===== config.mk =====
export PLATFORM = sky130hd
export DESIGN_NAME = demux4_router
export DESIGN_NICKNAME = d
export VERILOG_FILES = /design/src/rtl/demux4_router.sv
export SDC_FILE = /design/constraint.sdc
export NUM_CORES = 1
export LEC_CHECK = 0
export CAP_MARGIN = 20
export CORE_UTILIZATION = 35
export DETAILED_ROUTE_END_ITERATION = 8
export GPL_TIMING_DRIVEN = 0
export PLACE_DENSITY = 0.66
export SLEW_MARGIN = 25
export SYNTH_ARGS = -nofsm -noshare
export SYNTH_HDL_FRONTEND = slang
export SYNTH_SLANG_ARGS = --single-unit

===== constraint.sdc =====
create_clock -name clock -period 1.8 [get_ports clock]
set_input_delay 0.18 -clock clock [delete_from_list [all_inputs] [get_ports clock]]
set_output_delay 0.18 -clock clock [all_outputs]
set_load 0.02 [all_outputs]

===== src/rtl/demux4_router.sv =====
// Four-lane word distributor: one valid/ready input steered into four single-entry lane buffers,
// target chosen by an explicit select or a round-robin pointer.
module demux4_router #(
    parameter int unsigned WIDTH = 32,
    parameter int unsigned CNT_W = 16
) (
    input  logic             clock,
    input  logic             reset,
    input  logic [WIDTH-1:0] in_data,
    input  logic             in_valid,
    input  logic [1:0]       in_sel,
    input  logic             rr_mode,
    output logic             in_ready,
    output logic [WIDTH-1:0] out_data0,
    output logic [WIDTH-1:0] out_data1,
    output logic [WIDTH-1:0] out_data2,
    output logic [WIDTH-1:0] out_data3,
    output logic [3:0]       out_valid,
    input  logic [3:0]       out_ack,
    output logic [1:0]       rr_ptr,
    output logic [CNT_W-1:0] dispatch_count
);

    logic [1:0]       w_target;
    logic             w_ready;
    logic             w_accept;
    logic [3:0]       w_load;
    logic [3:0]       w_consume;
    logic [3:0]       w_valid_d;
    logic             w_cnt_sat;

    logic [WIDTH-1:0] r_data [4];
    logic [3:0]       r_valid;
    logic [1:0]       r_rr_ptr;
    logic [CNT_W-1:0] r_count;

    // Ready never looks at in_valid, so a producer waiting on ready cannot form a loop.
    always_comb begin
        w_target  = rr_mode ? r_rr_ptr : in_sel;
        w_ready   = ~r_valid[w_target] | out_ack[w_target];
        w_accept  = in_valid & w_ready;
        w_load    = 4'b0000;
        if (w_accept) begin
            w_load[w_target] = 1'b1;
        end
        w_consume = r_valid & out_ack;
        // A load into a lane being consumed on the same edge keeps it valid.
        w_valid_d = w_load | (r_valid & ~w_consume);
        w_cnt_sat = &r_count;
    end

    always_ff @(posedge clock or negedge reset) begin
        if (!reset) begin
            for (int i = 0; i < 4; i++) begin
                r_data[i] <= '0;
            end
        end else begin
            for (int i = 0; i < 4; i++) begin
                if (w_load[i]) begin
                    r_data[i] <= in_data;
                end
            end
        end
    end

    always_ff @(posedge clock or negedge reset) begin
        if (!reset) begin
            r_valid <= 4'b0000;
        end else begin
            r_valid <= w_valid_d;
        end
    end

    always_ff @(posedge clock or negedge reset) begin
        if (!reset) begin
            r_rr_ptr <= 2'd0;
        end else if (w_accept && rr_mode) begin
            r_rr_ptr <= r_rr_ptr + 2'd1;
        end
    end

    always_ff @(posedge clock or negedge reset) begin
        if (!reset) begin
            r_count <= '0;
        end else if (w_accept && !w_cnt_sat) begin
            r_count <= r_count + 1'b1;
        end
    end

    always_comb begin
        in_ready       = w_ready;
        out_data0      = r_data[0];
        out_data1      = r_data[1];
        out_data2      = r_data[2];
        out_data3      = r_data[3];
        out_valid      = r_valid;
        rr_ptr         = r_rr_ptr;
        dispatch_count = r_count;
    end

endmodule


==> qor.csv <==
metric,value,unit
outcome,finished with violations,
violations,negative setup slack,
die_h,131,um
antenna_found_initial,0,
drc,0,
synthCells,370,
setup_violations,18,
timing.slew.headroom,67.8,%
drtPass1Iterations,4,
hp-class,in2async,
grt-ovfl-total,0,
numClockSinks,150,
p_per_area,1960,mW/mm^2
cts_root_buffer,clkbuf_16,
synth_top_area_cell,dfrtp_1,
ff2ff_path_depth,7,
drv_slew,0,
yosys-top-cells-area,"dfrtp_1 (65%), mux2_2 (25%), xnor2_1 (2.1%)",
wire_per_inst,17.5,um
core_area,0.0161,mm^2
track_usage,17.5,%
clock_latency,0.41,ns
ys_ff_latch,150,
pin_count,193,
ctsHtreeMaxLevel,4,
yosysUniqueCellTypes,25,
start_util,36.2,%
yosys_most_used_dff,dfrtp_1,
p_leak,3.79,nW
rsz0062_at_grt,yes,
crit_path_max_fanout,4,
syn_nets,413,
fmax,549,MHz
drive_gt1_share,33.2,%
maxCapViolations,0,
area_growth,53.0,%
nNetsFinal,642,
yosys.area.top_type_share,64.5,%
yosysWarnings,0,
ir_drop,1.28,mV
synth_edf_count,0,
numCtsBuffers,17,
num-fill-cells,1359,
fin_crit_sh,101,%
cts_tree,yes,
synthArstFlopShare,100,%
required,1.62,ns
end_kind,output port,
fp.dieArea,0.0171,mm^2
start_kind,register,
arrival,1.64,ns
rows,46,
vias_per_cell,4.71,
syn_avg_cell_area,15.7,um^2
critical_path_class,reg2out,
post-synth-top-count-cell,dfrtp_1,
worst_slack,-0.0215,ns
io_buffers,192,
die_w,131,um
synth_common_cells,"dfrtp_1 (150), mux2_2 (128), xnor2_1 (14)",
grt_pass1_wl,22300,um
route.final.wire_length,14500,um
first_global_vias,4126,
drtIter0Drc,119,
critical_path.startpoint,rr_ptr[1],
clock_path_buffers,2,
tightestPinTransition,0.482,ns
final_hold_viol_count,0,
r2r_start,rr_ptr[1],
power,17.4,mW
hold_ws,0.282,ns
dpl.hpwl,9930,um
syn_area,0.00582,mm^2
clk_pin_slew_worst_paths,0.07,ns
skew,0.00915,ns
n_antenna_cell,0,
ant_nets,0,
min_period,1.82,ns
ys_seq_area_share,64.5,%
grt_max_degree,89,
vias,3896,
gp_congestion,0.780,
-- final cells by class --
type                    instances  area (um^2)  area share [%]
multi-input cells             206         2040            22.9
clock inverters                14          153            1.72
clock buffers                  18          429            4.82
plain buffers                  14          154            1.73
repair buffers                210         2100            23.6
flip-flops and latches        150         3750            42.2
well taps                     216          270            3.04
-- power by group --
group	leakage (nW)	total [mW]	switching, mW	internal [mW]
combinational	1.71	8.08	3.74	4.34
clock	0.273	3.49	1.44	2.05
sequential	1.81	5.84	0.881	4.96
total	3.79	17.4	6.06	11.4
-- critical path, cell delays in order, from the launching register on --
cell and delay, ns:
dfrtp_1 0.42, mux2i_4 0.24, mux2i_2 0.29, mux2i_1 0.11, buf_4 0.17
-- registers in the layout (all words and copies together) (netlist names) --
register / flops
rr_ptr: 2
out_data2: 32
out_data3: 32
out_valid: 4
dispatch_count: 16
out_data0: 32
out_data1: 32
-- cell families (layout without fill, tap and decap cells) --
logic type	Yosys count	after routing	synth area share (%)
AO/OA/AOI/OAI	3	3	0.409
flip-flops	150	150	64.5
adder cells (fa/ha/maj)	1	1	0.215
XOR/XNOR	14	14	2.11
multiplexers	136	136	26.3
buffers and inverters	14	256	1.23
AND/OR/NAND/NOR	52	52	5.23
-- metrics by stage --
stage | cells | area (um^2) | setup TNS (ns) | setup WS [ns] | util [%]
2_1_floorplan | 370 | 5830 | 0 | 0.0228 | -
3_3_place_gp | 778 | 8020 | -890.81 | -5.30 | 50.0
3_5_place_dp | 779 | 8060 | -99.59 | -0.773 | 50.2
4_1_cts | 822 | 8770 | -0.0696 | -0.0696 | 54.6
5_1_grt | 828 | 8900 | -3.39 | -0.138 | 55.4
6_report | 828 | 8900 | -0.103 | -0.0215 | 55.4
-- routing by layer --
layer  vias to the layer above  share of wire, %  global-route usage, %
met2                       121                49                   28.8
met4                         0               1.3                   6.09
li1                       1779                 -                      -
met3                        15               7.0                   6.11
met1                      1981                43                   21.2
met5                         -                 0                      0
-- repair_timing --
action,in CTS,in global routing
hold buffers,1,0
setup buffers,10,6
hold endpoints to repair,62,0
setup endpoints to repair,137,101
pin swaps,2,0
gates resized for setup,19,24
-- layout by cell type (no fill, tap or decap), types with 4 or more instances in the layout --
master and count:
buf_8 4, clkdlybuf4s50_1 189, nand3_1 9, mux2_2 128
nand2_1 8, clkinv_4 4, clkinvlp_4 4, xnor2_1 13
buf_4 18, and3_1 9, dfrtp_1 150, buf_6 8
nand4_1 6, clkbuf_16 17, nand2b_1 7
-- worst paths after layout --
path | to | slack, ns
max reg2reg | out_data3[12] | -0.01
min in group clock | rr_ptr[0] | 0.31
max in group asynchronous | out_data1[17] | 0.72
min reg2reg | out_data2[22] | 0.50
max | in_ready | -0.02
min | dispatch_count[8] | 0.28
(Power assumes the default switching activity.)
